$ cat src/rtl/rv32i_types.sv
// rtl/rv32i_types.sv - shared rv32i types and the memory-port arbiter state encoding
package rv32i_types;

  typedef logic [31:0]  rv32i_word;
  typedef logic [255:0] cache_line_t;

  typedef enum logic [1:0] {
    IDLE    = 2'd0,
    SERVE_I = 2'd1,
    SERVE_D = 2'd2
  } arb_state_t;

endpackage

$ cat src/rtl/sat_counter.sv
// rtl/sat_counter.sv - 32-bit saturating event counter with clear priority over increment
module sat_counter (
  input  logic        clk,
  input  logic        reset,
  input  logic        clear_i,
  input  logic        inc_i,
  output logic [31:0] count_o
);

  logic [31:0] count_q, count_d;

  always_comb begin
    count_d = count_q;
    if (clear_i) begin
      count_d = '0;
    end else if (inc_i && (count_q != 32'hFFFF_FFFF)) begin
      count_d = count_q + 32'd1;
    end
  end

  always_ff @(posedge clk) begin
    if (reset) begin
      count_q <= '0;
    end else begin
      count_q <= count_d;
    end
  end

  assign count_o = count_q;

endmodule

$ cat src/rtl/cache_arbiter.sv
// rtl/cache_arbiter.sv - round-robin share of one pmem line port between I-cache and D-cache misses
module cache_arbiter
  import rv32i_types::*;
#(
  parameter int LINE_WIDTH = 256,
  parameter int ADDR_WIDTH = 32
) (
  input  logic                  clk,
  input  logic                  reset,
  input  logic                  i_read,
  input  logic [ADDR_WIDTH-1:0] i_address,
  output logic [LINE_WIDTH-1:0] i_rdata,
  output logic                  i_resp,
  input  logic                  d_read,
  input  logic                  d_write,
  input  logic [ADDR_WIDTH-1:0] d_address,
  input  logic [LINE_WIDTH-1:0] d_wdata,
  output logic [LINE_WIDTH-1:0] d_rdata,
  output logic                  d_resp,
  output logic                  mem_read,
  output logic                  mem_write,
  output logic [ADDR_WIDTH-1:0] mem_address,
  output logic [LINE_WIDTH-1:0] mem_wdata,
  input  logic [LINE_WIDTH-1:0] mem_rdata,
  input  logic                  mem_resp,
  output logic [31:0]           i_stall_count,
  output logic [31:0]           d_stall_count,
  input  logic                  i_stall_reset,
  input  logic                  d_stall_reset
);

  arb_state_t state_q, state_d;
  logic       last_grant_q, last_grant_d;  // 0 = I, 1 = D
  logic       d_req;

  assign d_req = d_read | d_write;

  // Grant decision is taken only from IDLE, so every completion forces one idle cycle.
  always_comb begin
    state_d      = state_q;
    last_grant_d = last_grant_q;
    case (state_q)
      IDLE: begin
        if (i_read && d_req) begin
          state_d = last_grant_q ? SERVE_I : SERVE_D;
        end else if (i_read) begin
          state_d = SERVE_I;
        end else if (d_req) begin
          state_d = SERVE_D;
        end
      end
      SERVE_I: begin
        if (mem_resp) begin
          state_d      = IDLE;
          last_grant_d = 1'b0;
        end
      end
      SERVE_D: begin
        if (mem_resp) begin
          state_d      = IDLE;
          last_grant_d = 1'b1;
        end
      end
      default: state_d = IDLE;
    endcase
  end

  always_ff @(posedge clk) begin
    if (reset) begin
      state_q      <= IDLE;
      last_grant_q <= 1'b1;
    end else begin
      state_q      <= state_d;
      last_grant_q <= last_grant_d;
    end
  end

  always_comb begin
    mem_read    = 1'b0;
    mem_write   = 1'b0;
    mem_address = '0;
    mem_wdata   = '0;
    i_resp      = 1'b0;
    d_resp      = 1'b0;
    case (state_q)
      SERVE_I: begin
        mem_read    = 1'b1;
        mem_address = i_address;
        i_resp      = mem_resp;
      end
      SERVE_D: begin
        mem_address = d_address;
        d_resp      = mem_resp;
        if (d_write) begin
          mem_write = 1'b1;
          mem_wdata = d_wdata;
        end else begin
          mem_read = 1'b1;
        end
      end
      default: ;
    endcase
  end

  assign i_rdata = mem_rdata;
  assign d_rdata = mem_rdata;

  sat_counter u_i_stall (
    .clk     (clk),
    .reset   (reset),
    .clear_i (i_stall_reset),
    .inc_i   (i_read && (state_q != SERVE_I)),
    .count_o (i_stall_count)
  );

  sat_counter u_d_stall (
    .clk     (clk),
    .reset   (reset),
    .clear_i (d_stall_reset),
    .inc_i   (d_req && (state_q != SERVE_D)),
    .count_o (d_stall_count)
  );

endmodule

$ cat config.mk
export PLATFORM = sky130hd
export DESIGN_NAME = cache_arbiter
export DESIGN_NICKNAME = d
export VERILOG_FILES = /design/src/rtl/rv32i_types.sv /design/src/rtl/sat_counter.sv /design/src/rtl/cache_arbiter.sv
export SDC_FILE = /design/constraint.sdc
export NUM_CORES = 1
export LEC_CHECK = 0
export BUFFER_PORTS_ARGS = -buffer_cell sky130_fd_sc_hd__buf_2
export CAP_MARGIN = 20
export CELL_PAD_IN_SITES_DETAIL_PLACEMENT = 2
export CELL_PAD_IN_SITES_GLOBAL_PLACEMENT = 2
export CORE_AREA = 2 2 564 566
export CTS_CLUSTER_SIZE = 20
export DETAILED_ROUTE_END_ITERATION = 7
export DIE_AREA = 0 0 566 568
export PLACE_DENSITY_LB_ADDON = 0.1
export SKIP_LAST_GASP = 1
export SYNTH_ARGS = -nofsm -noshare
export SYNTH_HDL_FRONTEND = slang
export SYNTH_SLANG_ARGS = --single-unit
$ cat constraint.sdc
create_clock -name clk -period 2.55 [get_ports clk]
set_input_delay 0.255 -clock clk [delete_from_list [all_inputs] [get_ports clk]]
set_output_delay 0.255 -clock clk [all_outputs]
set_load 0.02 [all_outputs]
==> results.ini, run 1 <==
[logic_synthesis]
muxShareOfSynthArea_pct=0.5170
yosys.area.top_type=buf_4
netlist_instances=1335
synth.avg_cell_area_um2=7.251
syn_area_um2=9681
synth.top_cell.area_share_pct=39.78
synth_top_family_by_area=buffers and inverters
synth-compound-area-share_pct=9.526
ys_seq_area_share_pct=13.86
yosys-top-cells-area=buf_4, and3_1, dfxtp_1
syn_nets=1924
synth-xor-area-share_pct=1.538
yosys.cell_types.count=51
async_flop_share_pct=0
synth_fa_ha_area_share_pct=0.6462
ys_seq_elements=67
synth_commonest_cells=buf_4, and3_1, clkbuf_1
synth_edf_count=0
synth_warnings=0
yosys.area_share.simple_pct=30.30
synth_most_common_cell=buf_4
ys.flop_type=dfxtp_1

[floorplan]
die_h_um=568
die-area_um2=321500
initial_core_util_pct=3.061
io_pins=1452
num_rows=207
fp.dieW_um=566
core_area_um2=316200

[clocking]
root_buffer=clkbuf_16
clock-sinks=67
insertion_delay_ns=0.41
cts_buffers=9
clk_pin_slew_ns=0.06
hold_buffers=0
htree_levels=3
cts_tree=done
clockBufferDepth=2

[global_routing]
grt_max_degree=104
grt_pass1_wl_um=165800
grt_usage_pct=8.144
overflow=0
first_global_vias=12057
antenna_found_initial=121

[timing]
finClkSkew_ns=0.01201
slew_viol_final=0
fmax_mhz=401.7
finalSetupViolations=0
hold_violations=0
fin_ws_ns=0.06065
min_period_ns=2.489
rsz0062_at_grt=true
finalCritPeriodShare_pct=97.62
worst_pin_slew_ns=0.8923
slew_headroom_pct=40.51

[detailed_routing]
drt_first_pass_iters=7
vias=11039
via_per_inst=1.919
drc=0
wl_per_cell_um=23.52
postRouteAntennaNets=0
drt-total-wl_um=135300
drt_iter0_markers=433

[outcome]
outcome=completed

[critical_path]
reg2reg_depth=8
r2r-start=state_q[0]
slowest_delay_ns=0.58
endpoint=mem_wdata[71]
cp.depth=5
crit_fanout=41
crit_arrival_ns=2.23
cp.required_ns=2.30
crit_chain=inv_2 > ha_4 > buf_16 > and3_1 > buf_2
r2r_end=u_d_stall.count_o[24]
r2r_slack_ns=0.11
crit_family=buffers and inverters
slowest_stage=and3_1
end_kind=primary output
start_kind=register
worst-path-buf-inv=3
startpoint=state_q[0]
critPathKind=reg2out

[place]
dp_slack_ns=0.07648
port_buffers=683
dp.final_hpwl_um=120600
place_congestion=0.7685
dp_cells=5708

[min_path]
hp-class=in2reg

[cells_and_area]
final_core_util_pct=5.005
stdcell_count=5752
nets=2141
area_growth_pct=63.50
drive_gt1_share_pct=55.49

[power_and_ir_drop]
p_per_area_nw_per_um2=296.7
p_leak_nw=6.701
finalPower_mw=4.697
irDropWorstVdd_uv=368.7

[run]
maxCapViolCount=0

cells by family after synthesis:
family                     count (synthesis)
DFF                                       67
buffers and inverters                    611
muxes                                      5
xor gates and xnor gates                  17
AOI/OAI and AO/OA                        139
adders and majority gates                  5
and+or+nand+nor                          491
registers in the layout, summed over array words and instances, names as in the netlist:
signal             flops
last_grant_q           1
state_q                2
u_d_stall.count_o     32
u_i_stall.count_o     32
through the flow:
stage	hold slack [ns]	setup TNS, ns	cell area, um2
detailed placement	0.4584	0	15130
global placement	0.4644	0	15130
CTS	0.2257	-0.5636	15780
finish	0.2535	0	15830
floorplan	0.4306	0	9681
global route	0.2499	-0.2685	15800
report_power, final:
part	internal, mW	switching (mW)	total, mW
Clock	0.854	0.640	1.49
Combinational	0.722	1.42	2.14
Sequential	1.05	0.00705	1.06
Total	2.63	2.07	4.70
repair_timing:
action                                  CTS  global route
buffers inserted                          9             2
endpoints found under the setup margin  139            93
hold endpoints to repair                  0             0
cloned                                    4             0
gates resized for setup                  31            21
per-layer routing:
layer	vias up	share of wire [%]	global-route usage (%)
met1	5248	39	9.110
li1	4560	-	-
met3	303	12	4.321
met5	-	0.34	0
met4	72	2.4	1.840
met2	856	47	13.54
cell type report:
cell class / instances / area [um2]
Multi-Input combinational cell: 657 / 4188
Tap cell: 4180 / 5230
Sequential cell: 67 / 1341
Clock inverter: 5 / 77.57
Clock buffer: 11 / 232.7
Antenna cell: 15 / 37.54
Fill cell: 37768 / 300400
Inverter: 11 / 41.29
Timing Repair Buffer: 806 / 4679
tightest hold or removal path, cell delays in order:
cell and delay [ns]:
buf_2 0.12, nand2_1 0.11, a211o_1 0.13
how the worst min path moves through the flow:
| stage | from | cells past startpoint | to | slack [ns] |
|---|---|---|---|---|
| 2_1_floorplan | last_grant_q | 1 | last_grant_q | 0.43 |
| 4_1_cts | mem_resp | 3 | last_grant_q | 0.23 |
| 6_report | mem_resp | 3 | last_grant_q | 0.25 |
| 5_1_grt | mem_resp | 3 | last_grant_q | 0.25 |
| 3_3_place_gp | last_grant_q | 1 | last_grant_q | 0.46 |
| 3_5_place_dp | last_grant_q | 1 | last_grant_q | 0.46 |
placed cells by master, fill, tap and decap left out, drive strengths merged, types with 8 or more instances in the layout:
master  instances
nand3          20
and3          262
xnor2          16
nor4            8
a22oi          32
inv            11
dfxtp          67
nor2           38
nand2          35
or3            19
nor2b          34
clkbuf         13
diode          15
or4            23
o31ai          17
a21oi          42
nand4          22
o21ai          16
buf           802
Power figures use the tool's default switching activity.
==> inputs of run 2 (changes only) <==
--- a/config.mk
+++ b/config.mk
@@ -13,7 +13,7 @@
 export CTS_CLUSTER_SIZE = 20
 export DETAILED_ROUTE_END_ITERATION = 7
 export DIE_AREA = 0 0 566 568
-export PLACE_DENSITY_LB_ADDON = 0.1
+export PLACE_DENSITY = 0.37
 export SKIP_LAST_GASP = 1
 export SYNTH_ARGS = -nofsm -noshare
 export SYNTH_HDL_FRONTEND = slang
==> run 2 against run 1 <==
Effect of this change: clock-buffer cell count shrank 1; total power grew 2.4%; worst hold slack lost 0.036 ns; critical path depth grew 1; wire length grew 35%; sequential cell count is the same; non-clock buffer count shrank 56; combinational power grew 5%; core utilization is essentially flat; critical path type unchanged; largest power group unchanged.
==> results.ini, run 2 (synthesis gave the netlist of run 1 again) <==
[floorplan]
die-area_um2=321500  ; unchanged
io_pins=1452  ; unchanged
initial_core_util_pct=3.061  ; unchanged
die_h_um=568  ; unchanged
num_rows=207  ; unchanged
fp.dieW_um=566  ; unchanged
core_area_um2=316200  ; unchanged

[cells_and_area]
stdcell_count=5712  ; -0.70%
area_growth_pct=62.07
multi_input_area_um2=4184  ; about the same
final_common_cell=buf_2
final_core_util_pct=4.961  ; -0.044 points
design_area_um2=15690  ; -0.88%
fillers=37774  ; +0.016%
drive_gt1_share_pct=52.56  ; -2.9 points
final_cell_mix=buf_2, and3_1, dfxtp_1
seq_area_um2=1341  ; unchanged
nets=2085  ; -2.6%

[global_routing]
grt_usage_pct=10.91  ; +2.8 points
first_global_vias=11312  ; -6.2%
antenna_found_initial=144  ; +19%
grt_pass1_wl_um=210800  ; +27%
overflow=0  ; unchanged
grt_max_degree=94  ; -9.6%

[timing]
rsz0062_at_grt=true
finalSetupViolations=0  ; unchanged
fmax_mhz=408.7  ; +1.7%
slew_headroom_pct=50.02  ; +9.5 points
fin_ws_ns=0.1032  ; +0.04255 ns
worst_pin_slew_ns=0.7482  ; -0.1441 ns
min_period_ns=2.447  ; -0.04255 ns
hold_ws_ns=0.2179  ; -0.03560 ns
finalCritPeriodShare_pct=95.95  ; -1.7 points
hold_violations=0  ; unchanged
finClkSkew_ns=0.02152  ; +0.009512 ns
fin_setup_tns_ns=0  ; unchanged
slew_viol_final=0  ; unchanged

[min_path]
hp-start=mem_resp
min_to=last_grant_q
holdPathStages=3  ; unchanged
hp-class=in2reg

[critical_path]
start_kind=register
crit_fanout=27  ; -34%
reg2reg_depth=6  ; -2
r2r-start=u_i_stall.count_o[0]
r2r_end=u_i_stall.count_o[30]
critPathKind=reg2out
r2r_slack_ns=0.14  ; +0.03 ns
crit_arrival_ns=2.19  ; -0.04 ns
end_kind=primary output
cp.required_ns=2.30  ; about the same

[place]
dp_slack_ns=0.007451  ; -0.06903 ns
place_congestion=0.9466  ; +23%
port_buffers=683  ; unchanged
dp.final_hpwl_um=170100  ; +41%
dp_cells=5662  ; -0.81%
dpl_cell_area_um2=15090  ; -0.30%

[detailed_routing]
vias=11279  ; +2.2%
drc=0  ; unchanged
drt_iter0_markers=624  ; +44%
via_per_inst=1.975  ; +2.9%
drt-total-wl_um=183100  ; +35%
drt_first_pass_iters=4  ; -3
wl_per_cell_um=32.05  ; +36%
postRouteAntennaNets=0  ; unchanged

[power_and_ir_drop]
p_leak_nw=6.444  ; -3.8%
finalPower_mw=4.811  ; +2.4%
p_per_area_nw_per_um2=306.6  ; +3.3%
irDropWorstVdd_uv=192.0  ; -48%

[clocking]
cts_buffers=9  ; unchanged
htree_levels=3  ; unchanged
clockBufferDepth=2  ; unchanged
clock-sinks=67  ; unchanged
hold_buffers=0  ; unchanged
clk_pin_slew_ns=0.07  ; about the same
insertion_delay_ns=0.39  ; -0.02 ns
cts_tree=done
root_buffer=clkbuf_16

[run]
maxCapViolCount=0  ; unchanged

[outcome]
outcome=completed

run 2: layout make-up:
| type | instances | area share, % |
|---|---|---|
| well taps | 4180 | 33.34 |
| repair buffers | 750 | 28.65 |
| multi-input cells | 657 | 26.67 |
| flip-flops and latches | 67 | 8.549 |
| clock buffers | 10 | 1.459 |
| clock inverters | 6 | 0.5742 |
| diodes | 31 | 0.4945 |
| inverters | 11 | 0.2632 |
run 2: where the power goes:
group / switching [mW] / internal (mW)
registers: 0.00701 / 1.05
clock network: 0.635 / 0.860
logic: 1.52 / 0.736
total: 2.16 / 2.65
run 2: how the worst max path moves through the flow:
stage / slack, ns / end / from / cells past startpoint
after detailed placement: 0.007 / mem_address[16] / state_q[1] / 6
after floorplan: 0.04 / u_d_stall.count_o[24] / u_d_stall.count_o[0] / 7
after CTS: -0.02 / mem_wdata[69] / state_q[0] / 5
after global placement: -0.02 / mem_address[16] / state_q[1] / 6
final: 0.10 / mem_address[19] / state_q[0] / 6
after global routing: -0.06 / u_i_stall.count_o[30] / u_i_stall.count_o[1] / 6
run 2: repair_timing:
action,4_1_cts,5_1_grt
buffers inserted,1,0
pin swaps,1,0
cloned,1,1
setup endpoints to repair,104,32
resized for setup,21,16
endpoints found under the hold margin,0,0
run 2: metal layers:
layer | wire length (um) | GRT usage, %
met1 | 51430 | 8.778
met2 | 78720 | 16.62
met3 | 47030 | 13.26
met4 | 4889 | 2.580
met5 | 1017 | 0.9222
run 2: critical path, cell delays in order, from the launching register on:
cell and delay, ns:
dfxtp_1 0.41, inv_1 0.11, ha_4 0.23, buf_16 0.19, a22oi_2 0.50, nor2b_2 0.11
buf_12 0.17
